==> config.mk <==
export PLATFORM = sky130hd
export DESIGN_NAME = mem_access_ctrl_k2
export DESIGN_NICKNAME = d
export VERILOG_FILES = /design/src/rtl/mem_access_ctrl_k2_pkg.sv /design/src/rtl/mem_access_ctrl_k2_wb_delay_line.sv /design/src/rtl/mem_access_ctrl_k2.sv
export SDC_FILE = /design/constraint.sdc
export NUM_CORES = 1
export LEC_CHECK = 0
export BUFFER_PORTS_ARGS = -buffer_cell sky130_fd_sc_hd__buf_2
export CORE_AREA = 2 2 90 92
export CTS_CLUSTER_DIAMETER = 100
export CTS_CLUSTER_SIZE = 25
export DETAILED_ROUTE_END_ITERATION = 7
export DIE_AREA = 0 0 92 94
export MAX_ROUTING_LAYER = met4
export PLACE_DENSITY = 0.81
export SLEW_MARGIN = 25
export SYNTH_ARGS = -nofsm -noshare
export SYNTH_HDL_FRONTEND = slang
export SYNTH_SLANG_ARGS = --single-unit
==> constraint.sdc <==
create_clock -name clk -period 3.2 [get_ports clk]
set_clock_uncertainty 0.2 [all_clocks]
set_input_delay 0.16 -clock clk [delete_from_list [all_inputs] [get_ports clk]]
set_output_delay 0.16 -clock clk [all_outputs]
set_load 0.1 [all_outputs]
==> src/rtl/mem_access_ctrl_k2_pkg.sv <==
// Shared types for the NTT memory access controller.
// Holds the default index width, FSM encoding and delay-line entry.
package mem_access_ctrl_k2_pkg;

  localparam int D_width = 8;

  typedef enum logic [1:0] {
    ST_IDLE  = 2'd0,
    ST_RUN   = 2'd1,
    ST_DRAIN = 2'd2,
    ST_DONE  = 2'd3
  } state_e;

  typedef struct packed {
    logic               valid;
    logic [D_width-1:0] addr_b0;
    logic [D_width-1:0] addr_b1;
    logic               swap;
    logic [D_width-1:0] l;
  } dl_entry_t;

endpackage

==> src/rtl/mem_access_ctrl_k2_wb_delay_line.sv <==
// Fixed-depth write-back delay line matching the butterfly latency.
// Accepts one entry per cycle; no back-pressure.
module wb_delay_line_k2
  import mem_access_ctrl_k2_pkg::*;
#(
  parameter int  DEPTH = 4,
  parameter type T     = dl_entry_t
) (
  input  logic clk,
  input  logic rst,
  input  T     din,
  output T     dout,
  output logic pend
);

  T pipe [DEPTH];

  always_ff @(posedge clk) begin
    if (rst) begin
      for (int i = 0; i < DEPTH; i++)
        pipe[i] <= '0;
    end else begin
      pipe[0] <= din;
      for (int i = 1; i < DEPTH; i++)
        pipe[i] <= pipe[i-1];
    end
  end

  assign dout = pipe[DEPTH-1];

  // Valid entries still behind the output stage.
  always_comb begin
    pend = 1'b0;
    for (int i = 0; i < DEPTH - 1; i++)
      pend = pend | pipe[i].valid;
  end

endmodule

==> src/rtl/mem_access_ctrl_k2.sv <==
// Bank-mapped read issue and delayed write-back for the NTT datapath.
// FSM tracks the stream from first pair to final write.
module mem_access_ctrl_k2
  import mem_access_ctrl_k2_pkg::*;
#(
  parameter int D_WIDTH = D_width,
  parameter int PE_LAT  = 4
) (
  input  logic               clk,
  input  logic               rst,
  input  logic               BN_MA_in_en_k2,
  input  logic [D_WIDTH-1:0] MA0_idx_k2,
  input  logic [D_WIDTH-1:0] MA1_idx_k2,
  input  logic [D_WIDTH-1:0] BN0_idx_k2,
  input  logic [D_WIDTH-1:0] BN1_idx_k2,
  input  logic               AGU_done_in_k2,
  input  logic [D_WIDTH-1:0] l_in_k2,
  output logic               rd_en_k2,
  output logic [D_WIDTH-1:0] rd_addr_b0_k2,
  output logic [D_WIDTH-1:0] rd_addr_b1_k2,
  output logic               rd_swap_k2,
  output logic               wr_en_k2,
  output logic [D_WIDTH-1:0] wr_addr_b0_k2,
  output logic [D_WIDTH-1:0] wr_addr_b1_k2,
  output logic               wr_swap_k2,
  output logic [D_WIDTH-1:0] wr_l_k2,
  output logic               busy_k2,
  output logic               ntt_done_k2,
  output logic               conflict_err_k2
);

  localparam logic [1:0] IDLE  = ST_IDLE;
  localparam logic [1:0] RUN   = ST_RUN;
  localparam logic [1:0] DRAIN = ST_DRAIN;
  localparam logic [1:0] DONE  = ST_DONE;

  typedef struct packed {
    logic               valid;
    logic [D_WIDTH-1:0] addr_b0;
    logic [D_WIDTH-1:0] addr_b1;
    logic               swap;
    logic [D_WIDTH-1:0] l;
  } ent_t;

  logic [1:0]         state;
  logic [1:0]         state_nxt;
  logic               accept;
  logic               late_in;
  logic               bank_hit;
  logic [D_WIDTH-1:0] rd_l;
  logic               pend;
  ent_t               dl_in;
  ent_t               dl_out;

  logic unused_bn;
  assign unused_bn = ^{BN0_idx_k2[D_WIDTH-1:1],
                       BN1_idx_k2[D_WIDTH-1:1]};

  assign accept   = BN_MA_in_en_k2 &
                    ((state == IDLE) | (state == RUN));
  assign late_in  = BN_MA_in_en_k2 &
                    ((state == DRAIN) | (state == DONE));
  assign bank_hit = accept &
                    (BN0_idx_k2[0] == BN1_idx_k2[0]);

  always_comb begin
    state_nxt = state;
    unique case (state)
      IDLE:  if (BN_MA_in_en_k2) state_nxt = RUN;
      RUN:   if (AGU_done_in_k2) state_nxt = DRAIN;
      // Leave once the output stage holds the last write.
      DRAIN: if (!pend && !rd_en_k2) state_nxt = DONE;
      DONE:  state_nxt = IDLE;
      default: state_nxt = IDLE;
    endcase
  end

  always_ff @(posedge clk) begin
    if (rst)
      state <= IDLE;
    else
      state <= state_nxt;
  end

  always_ff @(posedge clk) begin
    if (rst) begin
      rd_en_k2      <= 1'b0;
      rd_addr_b0_k2 <= '0;
      rd_addr_b1_k2 <= '0;
      rd_swap_k2    <= 1'b0;
      rd_l          <= '0;
    end else begin
      rd_en_k2 <= accept;
      if (accept) begin
        rd_swap_k2 <= BN0_idx_k2[0];
        rd_l       <= l_in_k2;
        if (BN0_idx_k2[0]) begin
          rd_addr_b0_k2 <= MA1_idx_k2;
          rd_addr_b1_k2 <= MA0_idx_k2;
        end else begin
          rd_addr_b0_k2 <= MA0_idx_k2;
          rd_addr_b1_k2 <= MA1_idx_k2;
        end
      end
    end
  end

  always_ff @(posedge clk) begin
    if (rst)
      conflict_err_k2 <= 1'b0;
    else if (bank_hit || late_in)
      conflict_err_k2 <= 1'b1;
  end

  always_comb begin
    dl_in         = '0;
    dl_in.valid   = rd_en_k2;
    dl_in.addr_b0 = rd_addr_b0_k2;
    dl_in.addr_b1 = rd_addr_b1_k2;
    dl_in.swap    = rd_swap_k2;
    dl_in.l       = rd_l;
  end

  wb_delay_line_k2 #(
    .DEPTH (PE_LAT),
    .T     (ent_t)
  ) u_dl (
    .clk  (clk),
    .rst  (rst),
    .din  (dl_in),
    .dout (dl_out),
    .pend (pend)
  );

  assign wr_en_k2      = dl_out.valid;
  assign wr_addr_b0_k2 = dl_out.addr_b0;
  assign wr_addr_b1_k2 = dl_out.addr_b1;
  assign wr_swap_k2    = dl_out.swap;
  assign wr_l_k2       = dl_out.l;

  assign busy_k2     = (state != IDLE);
  assign ntt_done_k2 = (state == DONE);

endmodule

==> flow_summary.yaml, run 1 <==
status:
  status: "finished, final reports clean"
logic_synthesis:
  ys_warn_count: 0
  synthCells: 363
  avgSynthCellArea_um2: 11.7
  yosys-top-cells-area: "dfxtp_1 (63%), nor2b_1 (15%), buf_4 (4.6%)"
  async_reset_ff_share_pct: 0
  synth_edf_count: 0
  ys_ff_latch: 133
  yosysUniqueCellTypes: 26
  netlist_area_um2: 4240
  syn_nets: 412
  synth_top_area_share_pct: 62.8
  ys_seq_area_share_pct: 62.8
  yosysTopAreaCell: "dfxtp_1"
  synth_flop_cell: "dfxtp_1"
clock_tree:
  clk_latency_ns: 0.50
  cts_made_buffers: 17
  clk_pin_slew_ns: 0.06
  clock-sinks: 133
  cts.path.max_buffers: 2
  cts_tree: "yes"
  cts_resized: 0
  htree_num_levels: 4
  root_buffer: "clkbuf_8"
floorplanning:
  core_area_um2: 7610
  die_h_um: 94
  die_width_um: 92
  ioPinCount: 91
  std_cell_rows: 32
  initial_utilization_pct: 55.8
  die_area_um2: 8650
timing:
  max_freq_mhz: 403
  relSlewSlack_pct: 51.6
  hold_violations: 0
  worst_slew_pin_slew_ns: 0.727
  fin_crit_ns: 2.48
  fin_setup_tns_ns: 0
  setup_viol: 0
  period_share_pct: 77.5
  rsz0062_at_grt: "false"
  slew_violations: 0
route:
  vias_per_cell: 4.46
  vias: 2575
  drt_wl_total_mm: 7.03
  drt_iter0_drc: 89
  drtAntennaViolNets: 0
  drc_errors: 0
  drtPass1Iterations: 4
  wl_per_cell_um: 12.2
power:
  leakagePower_nw: 2.44
  peakVddDrop_mv: 0.882
  p_total_mw: 5.15
  p_per_area_nw_per_um2: 931
global_route:
  use_met3_pct: 6.10
  grt_pass1_wl_mm: 11.7
  grt_util_met1_pct: 20.7
  grtUsageMet2_pct: 28.3
  grt_max_degree: 74
  track_usage_pct: 17.9
  grt_pass1_vias: 2508
  grt_overflow_total: 0
  grt_busiest_layer: "met2"
  antenna_found_initial: 0
critical_path:
  critPathArrivalTime_ns: 2.66
  worstPathMaxFanout: 10
  start_kind: "flip-flop"
  end_kind: "flip-flop"
  crit_type: "flip-flop to flip-flop"
  critPathRequiredTime_ns: 3.38
layout:
  layout_commonest_cell: "dfxtp_1"
  fillers: 516
  register_area_um2: 2660
  layout_common_cells: "dfxtp_1 (133), nor2b_1 (104), buf_2 (75)"
  multiInputGateArea_um2: 1270
  final_nets: 512
  layout-drive-gt1-share_pct: 25.6
  area_delta_synth_final_pct: 30.4
  n_antenna_cell: 0
placed_design:
  numPortBuffers: 76
  dp_hpwl_mm: 3.76
  place_congestion: 0.711
run:
  drv_cap: 0
worst_hold_path:
  hold_class: "input port to flip-flop"
## cells in the mapped netlist, types with 3 or more instances
master    number
dfxtp_1      133
clkbuf_1       6
nand2b_1       3
nor2_1        17
o22a_2         9
ha_1           5
mux2i_1       17
buf_4         26
a211oi_1      15
buf_2          9
inv_1          4
nor2b_1      104
## layer usage
layer,vias up,wire (µm),share of wire (%)
li1,1352,-,-
met3,17,304,4.3
met4,0,159,2.3
met2,73,3410,48
met5,-,0,0
met1,1133,3160,45
## cells by family after synthesis
family                     share of synthesized area, %
DFF                                                62.8
and+or+nand+nor                                    17.9
buffers and inverters                              7.17
AOI/OAI and AO/OA                                  6.43
muxes                                              4.01
adders and majority gates                          1.47
xor gates and xnor gates                          0.207
## metrics by stage
stage                     cells  setup slack [ns]  utilization, %  hold slack, ns  area, µm²
after CTS                   578             0.790            72.7          0.0639       5530
after detailed placement    500              1.34            58.9           0.194       4480
after global placement      500              1.40            58.9           0.192       4480
after floorplan             363              1.40               -           0.106       4240
after global routing        578             0.620            72.7          0.0709       5530
final                       578             0.721            72.7          0.0875       5530
## area by class of cell
type                    count  area share, %
multi-input cells         183           23.0
flip-flops and latches    133           48.1
inverters                   4          0.271
clock buffers              18           7.55
clock inverters            14           3.17
well taps                 102           2.31
repair buffers            124           15.5
## sequential cells by signal, summed over array words and instances, names as in the netlist
name             count
u_dl.pipe          104
rd_addr_b0_k2        8
rd_addr_b1_k2        8
rd_l                 8
state                2
conflict_err_k2      1
rd_en_k2             1
rd_swap_k2           1
## path summary, 6_finish.rpt
path	startpoint	endpoint	slack (ns)	cells after the start
worst max-delay path	state[1]	rd_l[3]	0.72	6
worst min-delay path	BN0_idx_k2[0]	rd_swap_k2	0.09	2
worst max register to register	state[1]	rd_l[3]	0.72	6
worst min register to register	u_dl.pipe[0][64]	u_dl.pipe[0][90]	0.23	1
## power by group
part | switching, mW | internal (mW) | total, mW
registers | 0.0924 | 1.88 | 1.97
logic | 0.940 | 0.356 | 1.30
clock network | 0.686 | 1.20 | 1.88
## critical path, cell delays in order (launching register included)
cell and delay [ns]:
dfxtp_1 0.39, inv_1 0.10, ha_1 0.25, o21ai_2 0.48
nor2_4 0.14, o22a_2 0.26, dlygate4sd3_1 0.55
## what timing repair did
action,CTS,global route
hold buffers,46,0
buffers inserted,0,0
hold endpoints to repair,52,0
Power figures use the tool's default switching activity.
==> inputs of run 2 (changes only) <==
--- a/config.mk
+++ b/config.mk
@@ -5,14 +5,15 @@
 export SDC_FILE = /design/constraint.sdc
 export NUM_CORES = 1
 export LEC_CHECK = 0
+export ABC_AREA = 1
 export BUFFER_PORTS_ARGS = -buffer_cell sky130_fd_sc_hd__buf_2
-export CORE_AREA = 2 2 90 92
+export CORE_AREA = 2 2 95 97
 export CTS_CLUSTER_DIAMETER = 100
 export CTS_CLUSTER_SIZE = 25
 export DETAILED_ROUTE_END_ITERATION = 7
-export DIE_AREA = 0 0 92 94
+export DIE_AREA = 0 0 97 99
 export MAX_ROUTING_LAYER = met4
-export PLACE_DENSITY = 0.81
+export PLACE_DENSITY = 0.76
 export SLEW_MARGIN = 25
 export SYNTH_ARGS = -nofsm -noshare
 export SYNTH_HDL_FRONTEND = slang
==> constraint.sdc (replaced) <==
create_clock -name clk -period 2.5 [get_ports clk]
set_clock_uncertainty 0.2 [all_clocks]
set_input_delay 0.125 -clock clk [delete_from_list [all_inputs] [get_ports clk]]
set_output_delay 0.125 -clock clk [all_outputs]
set_load 0.1 [all_outputs]
==> run 2 against run 1 <==
Sequential power is 30% higher. Combinational power up 57%. Fmax is 7.8% higher. First-iteration DRC count rose by 28%. Critical path type unchanged.
==> flow_summary.yaml, run 2 <==
status:
  status: "finished, final reports clean"
power:
  switching_power_mw: 2.60
  power_frac_clock_pct: 34.8
  p_per_area_nw_per_um2: 1230
  p_int_mw: 4.47
  seqPwrFrac_pct: 36.4
  leakagePower_nw: 2.73
  switching_share_pct: 36.8
  peakVddDrop_mv: 0.921
  combPwrFrac_pct: 28.8
global_route:
  track_usage_pct: 18.2
  grt_pass1_wl_mm: 13.6
  grt_pass1_vias: 3086
  grt_max_degree: 53
  antenna_found_initial: 0
  grt_overflow_total: 0
clock_tree:
  root_buffer: "clkbuf_8"
  htree_num_levels: 4
  clock-sinks: 133
  clk_pin_slew_ns: 0.06
  clk_latency_ns: 0.51
  cts.path.max_buffers: 2
  cts_made_buffers: 17
  cts_tree: "yes"
  postCtsSetupBuffers: 0
logic_synthesis:
  syn_nets: 561
  synth_flop_cell: "dfxtp_1"
  synth_edf_count: 0
  synth_top_area_share_pct: 60.1
  synthCells: 512
  synth.top_cells.by_count: "inv_1 (136), dfxtp_1 (133), nor2_1 (102)"
  yosysTopAreaCell: "dfxtp_1"
  ys_ff_latch: 133
  async_reset_ff_share_pct: 0
  yosys-top-cells-area: "dfxtp_1 (60%), inv_1 (12%), nor2_1 (8.6%)"
  yosysUniqueCellTypes: 22
  netlist_area_um2: 4430
  yosysMostFrequentCell: "inv_1"
  avgSynthCellArea_um2: 8.66
  ys_warn_count: 0
  ys_seq_area_share_pct: 60.1
timing:
  fin_crit_ns: 2.30
  hold_violations: 0
  slew_violations: 0
  max_freq_mhz: 435
  hold_slack_ns: 0.0124
  setup_viol: 0
  period_share_pct: 92.0
  worst_slew_pin_slew_ns: 0.501
  fin_setup_tns_ns: 0
  worst_slack_ns: 0.201
  rsz0062_at_grt: "false"
  relSlewSlack_pct: 66.9
route:
  drtAntennaViolNets: 0
  vias_per_cell: 4.30
  drt_wl_total_mm: 8.06
  vias: 3145
  drtPass1Iterations: 5
  wl_per_cell_um: 11.0
  drt_iter0_drc: 114
  drc_errors: 0
worst_hold_path:
  hold_class: "input port to flip-flop"
  whs_endpoint: "rd_l[7]"
  hold_path.startpoint: "BN_MA_in_en_k2"
  holdPathStages: 4
critical_path:
  start_kind: "flip-flop"
  worstPathMaxFanout: 18
  reg2reg_from: "state[0]"
  critPathArrivalTime_ns: 2.55
  rr_endpoint: "rd_addr_b0_k2[6]"
  critPathRequiredTime_ns: 2.75
  reg2regPathDepth: 8
  r2r_slack_ns: 0.20
  crit_type: "flip-flop to flip-flop"
  end_kind: "flip-flop"
placed_design:
  numPortBuffers: 76
  dp_hpwl_mm: 4.69
  place_inst: 654
  place_congestion: 0.843
  dp_slack_ns: 0.449
layout:
  max_flop_register: "u_dl.pipe"
  layout_commonest_cell: "inv_1"
  layout-drive-gt1-share_pct: 19.7
  final_cells: 732
  area_delta_synth_final_pct: 29.4
  final_util_pct: 67.1
  largest_reg_flops: 104
  layout_common_cells: "inv_1 (136), dfxtp_1 (133), nor2_1 (102)"
  final_nets: 660
  n_antenna_cell: 0
floorplanning:
  die_h_um: 99
  die_width_um: 97
  std_cell_rows: 34
  die_area_um2: 9600
  initial_utilization_pct: 51.8
  core_area_um2: 8550
  ioPinCount: 91
run:
  drv_cap: 0
[run 2: changes by cell type after synthesis, moves of 9 or more]
cell / previous run / this run
inv_1: 4 / 136
nor2b_1: 104 / 0
nor2_1: 17 / 102
nand2_1: 1 / 33
mux2i_1: 17 / 0
o211ai_1: 0 / 16
a211oi_1: 15 / 0
a21oi_1: 0 / 10
o22a_2: 9 / 0
[run 2: per-layer routing]
layer  wire length, µm  vias up  track usage, %  part of all wire [%]
met5                 0        -               -                     0
met4               218        0            9.32                   2.7
met3               451       24            5.67                   5.6
met2              3950      101            30.5                    49
met1              3440     1368            19.6                    43
li1                  -     1652               -                     -
[run 2: timing repair]
action,CTS,global route
endpoints found under the setup margin,0,0
hold buffers,46,0
endpoints found under the hold margin,70,0
resized for setup,0,0
[run 2: power groups by stage]
stage	Combinational (mW)	Sequential (mW)	Clock (mW)
floorplan	0.867	3.36	0
global placement	1.85	2.60	0
detailed placement	1.89	2.61	0
CTS	2.01	2.57	2.49
global route	2.18	2.60	2.60
finish	2.04	2.57	2.46
[run 2: final cells by class]
class	count	area (µm²)
Fill cell	656	2810
Sequential cell	133	2660
Multi-Input combinational cell	198	967
Timing Repair Buffer	123	851
Inverter	138	518
Clock buffer	18	428
Clock inverter	14	175
Tap cell	108	135
[run 2: per-stage QoR]
| step | instance area [µm²] | total power, mW |
|---|---|---|
| after floorplan | 4430 | 4.23 |
| after global placement | 4670 | 4.44 |
| after detailed placement | 4670 | 4.50 |
| after CTS | 5740 | 7.08 |
| after global routing | 5740 | 7.39 |
| final | 5740 | 7.07 |
[run 2: worst max path at each step]
stage | from | endpoint | slack, ns | cells after the start
global placement | state[0] | rd_addr_b1_k2[4] | 0.55 | 8
floorplan | state[0] | conflict_err_k2 | 0.70 | 5
finish | state[0] | rd_addr_b0_k2[6] | 0.20 | 8
CTS | state[0] | conflict_err_k2 | 0.23 | 7
global route | state[0] | conflict_err_k2 | 0.09 | 7
detailed placement | state[0] | rd_addr_b1_k2[6] | 0.45 | 8
[run 2: cell families after synthesis]
| group | count (synthesis) | synth area share, % |
|---|---|---|
| flip-flops | 133 | 60.1 |
| AND/OR/NAND/NOR | 147 | 13.4 |
| buffers and inverters | 181 | 18.1 |
| adder cells (fa/ha/maj) | 5 | 1.41 |
| XOR/XNOR | 1 | 0.198 |
| AO/OA/AOI/OAI | 45 | 6.80 |
[run 2: critical path, stage by stage (launching register included)]
cell and delay, ns:
dfxtp_1 0.40, inv_1 0.11, ha_1 0.26, nor2_4 0.28, nor2_8 0.11, o211ai_1 0.14, dlygate4sd3_1 0.60, o21ai_2 0.07
inv_1 0.06
